[src/rtl/turbo_iter_ctrl.sv]
// rtl/turbo_iter_ctrl.sv - turbo decoder iteration scheduler around one shared Siso
//
// Purpose: time-shares a single Siso between the two constituent half-iterations
// (natural order with parity 1, then interleaved order with parity 2). Holds the
// captured block, both extrinsic buffers, the interleave permutation, the iteration
// counter and the final LLR / hard decision.
//
// Ports:
//   clk_i, reset_n_i            clock, asynchronous active-low reset
//   start_i                     start pulse, only honoured in IDLE
//   sys_i, par1_i, par2_i       7 x 4b signed soft symbols, sym k at [27-4k -: 4]
//   busy_o, done_o              block in progress / 1-cycle result-valid pulse
//   llr_o, bits_o, iter_o       final LLRs (7 x 10b, natural order), hard bits, iterations run
//   siso_read_en_o              1-cycle launch pulse to the Siso
//   siso_sys_o/enc_o/ext_o      Siso operands, held stable while the Siso runs
//   siso_data_i, siso_finish_i  Siso result LLRs and completion flag
//
// Optional feature: define TURBO_EARLY_STOP_EN to stop once the hard decisions repeat
// between consecutive full iterations (never before the second iteration).

module turbo_iter_ctrl #(
  parameter int                 N_SYM    = 7,
  parameter int                 MAX_ITER = 4,
  parameter logic [3*N_SYM-1:0] PERM     = 21'o0415263
) (
  input  logic                  clk_i,
  input  logic                  reset_n_i,
  input  logic                  start_i,
  input  logic [4*N_SYM-1:0]    sys_i,
  input  logic [4*N_SYM-1:0]    par1_i,
  input  logic [4*N_SYM-1:0]    par2_i,
  output logic                  busy_o,
  output logic                  done_o,
  output logic [10*N_SYM-1:0]   llr_o,
  output logic [N_SYM-1:0]      bits_o,
  output logic [3:0]            iter_o,
  output logic                  siso_read_en_o,
  output logic [4*N_SYM-1:0]    siso_sys_o,
  output logic [4*N_SYM-1:0]    siso_enc_o,
  output logic [10*N_SYM-1:0]   siso_ext_o,
  input  logic [10*N_SYM-1:0]   siso_data_i,
  input  logic                  siso_finish_i
);

  localparam int SW = 4 * N_SYM;
  localparam int LW = 10 * N_SYM;

  typedef enum logic [3:0] {
    S_IDLE, S_LOAD, S_ISSUE1, S_WAIT1, S_UPD1, S_ISSUE2, S_WAIT2, S_UPD2, S_OUT
  } state_t;

  state_t state_q, state_d;

  logic [SW-1:0] sys_q, par1_q, par2_q;
  logic [LW-1:0] l_q;
  logic [9:0]    ext1_q [N_SYM];
  logic [9:0]    ext2_q [N_SYM];
  logic [3:0]    iter_q;
  logic [3:0]    iter_inc;
  logic          last_iter;
  logic          stop_early;

  logic [3:0]    sys_sym  [N_SYM];
  logic [9:0]    l_sym    [N_SYM];
  logic [9:0]    ext1_new [N_SYM];
  logic [9:0]    ext2_new [N_SYM];
  logic [9:0]    llr_nat  [N_SYM];
  logic [LW-1:0] llr_pack;
  logic [N_SYM-1:0] bits_new;

  // Source index feeding interleaved position k.
  function automatic logic [2:0] perm_at(input int k);
    return PERM[3*k +: 3];
  endfunction

  function automatic logic signed [11:0] sx4(input logic [3:0] x);
    return {{8{x[3]}}, x};
  endfunction

  function automatic logic signed [11:0] sx10(input logic [9:0] x);
    return {{2{x[9]}}, x};
  endfunction

  function automatic logic [9:0] sat10(input logic signed [11:0] x);
    if (x > 12'sd511)       return 10'h1ff;
    else if (x < -12'sd512) return 10'h200;
    else                    return x[9:0];
  endfunction

  assign iter_inc  = iter_q + 4'd1;
  assign last_iter = (iter_inc == 4'(MAX_ITER)) || stop_early;

  // Unpack operands and compute both extrinsic updates; the interleaved half
  // scatters its results back to natural positions through PERM.
  always_comb begin
    for (int k = 0; k < N_SYM; k++) begin
      sys_sym[k]  = sys_q[SW-1-4*k -: 4];
      l_sym[k]    = l_q[LW-1-10*k -: 10];
      ext2_new[k] = '0;
      llr_nat[k]  = '0;
    end
    for (int k = 0; k < N_SYM; k++) begin
      ext1_new[k] = sat10(sx10(l_sym[k]) - sx4(sys_sym[k]) - sx10(ext2_q[k]));
    end
    for (int k = 0; k < N_SYM; k++) begin
      ext2_new[perm_at(k)] = sat10(sx10(l_sym[k]) - sx4(sys_sym[perm_at(k)])
                                   - sx10(ext1_q[perm_at(k)]));
      llr_nat[perm_at(k)]  = l_sym[k];
    end
    llr_pack = '0;
    bits_new = '0;
    for (int k = 0; k < N_SYM; k++) begin
      llr_pack[LW-1-10*k -: 10] = llr_nat[k];
      bits_new[k]               = ~llr_nat[k][9];
    end
  end

  // Siso operands are a pure function of the phase; the buffers they read only
  // change in UPD states, so they stay stable throughout WAIT.
  always_comb begin
    siso_sys_o = sys_q;
    siso_enc_o = par1_q;
    siso_ext_o = '0;
    if (state_q == S_ISSUE2 || state_q == S_WAIT2) begin
      siso_enc_o = par2_q;
      for (int k = 0; k < N_SYM; k++) begin
        siso_sys_o[SW-1-4*k -: 4]  = sys_sym[perm_at(k)];
        siso_ext_o[LW-1-10*k -: 10] = ext1_q[perm_at(k)];
      end
    end else begin
      for (int k = 0; k < N_SYM; k++) begin
        siso_ext_o[LW-1-10*k -: 10] = ext2_q[k];
      end
    end
  end

`ifdef TURBO_EARLY_STOP_EN
  logic [N_SYM-1:0] prev_bits_q;
  assign stop_early = (bits_new == prev_bits_q) && (iter_inc >= 4'd2);
`else
  assign stop_early = 1'b0;
`endif

  always_comb begin
    state_d        = state_q;
    siso_read_en_o = 1'b0;
    case (state_q)
      S_IDLE:   if (start_i) state_d = S_LOAD;
      S_LOAD:   state_d = S_ISSUE1;
      S_ISSUE1: begin
        siso_read_en_o = 1'b1;
        state_d        = S_WAIT1;
      end
      S_WAIT1:  if (siso_finish_i) state_d = S_UPD1;
      S_UPD1:   state_d = S_ISSUE2;
      S_ISSUE2: begin
        siso_read_en_o = 1'b1;
        state_d        = S_WAIT2;
      end
      S_WAIT2:  if (siso_finish_i) state_d = S_UPD2;
      S_UPD2:   state_d = last_iter ? S_OUT : S_ISSUE1;
      S_OUT:    state_d = S_IDLE;
      default:  state_d = S_IDLE;
    endcase
  end

  always_ff @(posedge clk_i or negedge reset_n_i) begin
    if (!reset_n_i) state_q <= S_IDLE;
    else            state_q <= state_d;
  end

  always_ff @(posedge clk_i or negedge reset_n_i) begin
    if (!reset_n_i) begin
      sys_q  <= '0;
      par1_q <= '0;
      par2_q <= '0;
      l_q    <= '0;
      iter_q <= '0;
      busy_o <= 1'b0;
      done_o <= 1'b0;
      llr_o  <= '0;
      bits_o <= '0;
      iter_o <= '0;
      for (int k = 0; k < N_SYM; k++) begin
        ext1_q[k] <= '0;
        ext2_q[k] <= '0;
      end
`ifdef TURBO_EARLY_STOP_EN
      prev_bits_q <= '0;
`endif
    end else begin
      // done_o follows entry into OUT so it lines up with the result registers.
      done_o <= (state_d == S_OUT);
      case (state_q)
        S_IDLE: if (start_i) begin
          sys_q  <= sys_i;
          par1_q <= par1_i;
          par2_q <= par2_i;
          iter_q <= '0;
          busy_o <= 1'b1;
          for (int k = 0; k < N_SYM; k++) ext2_q[k] <= '0;
        end
        S_WAIT1, S_WAIT2: if (siso_finish_i) l_q <= siso_data_i;
        S_UPD1: for (int k = 0; k < N_SYM; k++) ext1_q[k] <= ext1_new[k];
        S_UPD2: begin
          for (int k = 0; k < N_SYM; k++) ext2_q[k] <= ext2_new[k];
          iter_q <= iter_inc;
`ifdef TURBO_EARLY_STOP_EN
          prev_bits_q <= bits_new;
`endif
          if (last_iter) begin
            llr_o  <= llr_pack;
            bits_o <= bits_new;
            iter_o <= iter_inc;
            busy_o <= 1'b0;
          end
        end
        default: ;
      endcase
    end
  end

endmodule

[config.mk]
export PLATFORM = sky130hd
export DESIGN_NAME = turbo_iter_ctrl
export DESIGN_NICKNAME = d
export VERILOG_FILES = /design/src/rtl/turbo_iter_ctrl.sv
export SDC_FILE = /design/constraint.sdc
export NUM_CORES = 1
export LEC_CHECK = 0
export CAP_MARGIN = 10
export CORE_UTILIZATION = 45
export CTS_BUF_LIST = sky130_fd_sc_hd__clkbuf_8
export DETAILED_ROUTE_END_ITERATION = 8
export GPL_TIMING_DRIVEN = 0
export HOLD_SLACK_MARGIN = 0.05
export PLACE_DENSITY = 0.71
export SETUP_SLACK_MARGIN = 0.3
export SKIP_CTS_REPAIR_TIMING = 1
export SLEW_MARGIN = 20
export SYNTH_ARGS = -nofsm -noshare
export SYNTH_HDL_FRONTEND = slang
export SYNTH_SLANG_ARGS = --single-unit
[constraint.sdc]
create_clock -name clk_i -period 5.6 [get_ports clk_i]
set_input_delay 1.4 -clock clk_i [delete_from_list [all_inputs] [get_ports clk_i]]
set_output_delay 1.4 -clock clk_i [all_outputs]
set_load 0.03 [all_outputs]
==> impl_metrics.json <==
{
  "worst_ep_arrival_time_ps": 3810,
  "drive_gt1_share_pct": 9.34,
  "r2r_slack_ps": 780,
  "place_area_um2": 31400,
  "required_ps": 4200,
  "syn_inst": 2878,
  "finalWorstSetupSlack_ps": 390,
  "clockBufferDepth": 3,
  "synth_edf_count": 0,
  "clk_pin_slew_ps": 60,
  "path_max_fanout": 10,
  "die_x_um": 245,
  "async_flop_share_pct": 100,
  "synth_flop_cell": "dfrtp_1",
  "syn2layout_area_growth_pct": 24.1,
  "via_per_inst": 5.62,
  "finClkSkew_ps": 38.3,
  "wire_per_inst_um": 21.6,
  "synthTopCellsByArea": "dfrtp_1, fa_1, nand2_1, ha_1, mux2_2",
  "multiInputGateArea_um2": 15700,
  "numCtsBuffers": 73,
  "min_path_type": "reg2reg",
  "cts-root-buf": "clkbuf_8",
  "dpl_worst_slack_ps": 86.5,
  "ys_types": 83,
  "path_buf_inv": 5,
  "synth_commonest_cells": "nand2_1, dfrtp_1, o21ai_0",
  "clkLatencyLatePin_ps": 690,
  "cpLargestDelayFamily": "buffers and inverters",
  "dp_cells": 4016,
  "finalNetCount": 3786,
  "grt_usage_pct": 30.0,
  "avgSynthCellArea_um2": 9.26,
  "grt_pass1_wl_um": 136000,
  "first_pass_iters": 6,
  "cpPeakStageDelay_ps": 760,
  "finalInstanceArea_um2": 33100,
  "grt_max_degree": 97,
  "setup_viol": 0,
  "clock-sinks": 385,
  "finalNonFillerCells": 4153,
  "antenna_found_initial": 6,
  "worstMarginPinSlew_ps": 1200,
  "timing.final.hold_violations": 0,
  "htree_levels": 3,
  "syn_area_um2": 26600,
  "place_congestion": 0.956,
  "reg2reg_to": "ext2_q[40]",
  "core_area_um2": 58100,
  "overflow": 0,
  "crit_cells": 9,
  "die_y_um": 245,
  "port_buffers": 367,
  "yosys_warnings": 0,
  "start_util_pct": 45.8,
  "detail-route-antenna-nets": 0,
  "fillCellCount": 5133,
  "rows": 88,
  "drt_wl_total_um": 89900,
  "vias": 23321,
  "slew_headroom_pct": 19.8,
  "yosys.cell_count.top_type": "nand2_1",
  "synth_top_area_share_pct": 36.2,
  "period_minus_slack_ps": 5210,
  "clock.fmax_mhz": 192,
  "final-seq-area_um2": 9630,
  "synth_top_cell_by_area": "dfrtp_1",
  "fin_hold_ws_ps": 467,
  "slew_viol_final": 0,
  "syn_nets": 3338,
  "route.detailed.drc": 0,
  "critical_path_class": "reg2out",
  "boundaryPins": 368,
  "endpoint": "siso_ext_o[68]",
  "seq_area_frac_synth_pct": 36.2,
  "grt_pass1_vias": 22619,
  "ys_ff_latch": 385,
  "period_share_pct": 93.0,
  "cts_tree": "yes",
  "die_area_um2": 60200,
  "cp_cell_sequence": "clkbuf_2 > xor2_1 > nand2_1 > clkbuf_2 > clkbuf_4 > buf_2 > nand2_1 > o21ai_0 > clkdlybuf4s50_1",
  "status": "complete, no violations",
  "detail_route.iter0.violations": 1871,
  "critical_path.startpoint": "state_q[1]",
  "maxCapViolCount": 0,
  "reg2reg_depth": 16,
  "cp-end-kind": "output pin",
  "critPathLaunchType": "flip-flop",
  "crit_slowest_cell": "clkdlybuf4s50_1",
  "regToRegStartpoint": "sys_q[17]",
  "rsz0062_at_grt": "false",
  "post-dp-hpwl_um": 69800
}
-- stage by stage --
stage	util, %	TNS, ps
floorplan	-	0
global placement	53.8	-5489550
detailed placement	54.0	0
CTS	56.8	-30730
global route	56.9	0
finish	56.9	0
-- registers in the layout (all words and copies together) (netlist names), 7 cells and up --
register	cells
par1_q	28
sys_q	28
ext2_q	70
llr_o	70
bits_o	7
ext1_q	70
l_q	70
par2_q	28
-- logic make-up after synthesis --
kind of cell             count (synthesis)  synth area share (%)
AO/OA/AOI/OAI                          682                  17.6
flip-flops                             385                  36.2
AND/OR/NAND/NOR                        937                  15.0
adder cells (fa/ha/maj)                303                  17.7
multiplexers                           112                  4.72
XOR/XNOR                               121                  3.98
buffers and inverters                  338                  4.88
-- layout make-up --
type	instances	area share (%)
inverters	225	2.55
clock buffers	95	3.95
multi-input cells	2155	47.5
clock inverters	39	0.904
repair buffers	373	11.6
well taps	765	2.89
diodes	3	0.0227
plain buffers	113	1.42
flip-flops and latches	385	29.1
-- worst min-delay path, stage by stage (launching register included) --
cell and delay (ps):
dfrtp_1 330, nand2_1 50, nand2_1 50
-- worst min-delay path by stage --
stage / from / end / slack, ps / cells past startpoint
5_1_grt: par2_q[1] / par2_q[1] / 490 / 2
6_report: par1_q[27] / par1_q[27] / 470 / 2
3_3_place_gp: par1_q[22] / par1_q[22] / 450 / 2
2_1_floorplan: par1_q[0] / par1_q[0] / 440 / 2
3_5_place_dp: par1_q[9] / par1_q[9] / 460 / 2
4_1_cts: par1_q[22] / par1_q[22] / 470 / 2
-- cell usage in the layout (no fill, tap or decap), types with 38 or more instances in the layout --
cell | netlist | routed
ha_1 | 179 | 179
nor2_1 | 130 | 130
clkbuf_1 | 92 | 83
dfrtp_1 | 385 | 385
nand2_1 | 598 | 598
a221o_1 | 68 | 68
fa_1 | 123 | 123
clkbuf_8 | 0 | 95
clkdlybuf4s50_1 | 0 | 359
a21oi_1 | 99 | 99
inv_1 | 224 | 236
xnor2_1 | 76 | 76
xor2_1 | 45 | 45
mux2_2 | 110 | 110
nor3_1 | 39 | 38
o21ai_0 | 235 | 235
-- metal layers --
metal	global-route usage, %	vias up	share of wire, %
met1	39.0	11426	42
met2	47.8	818	46
met5	0	-	0.014
met3	5.77	204	7.1
met4	14.9	2	4.9
li1	-	10871	-
Power is left out: the tool's default activity adds up to more than one toggle a clock period on the data nets, which glitch-free logic cannot reach.
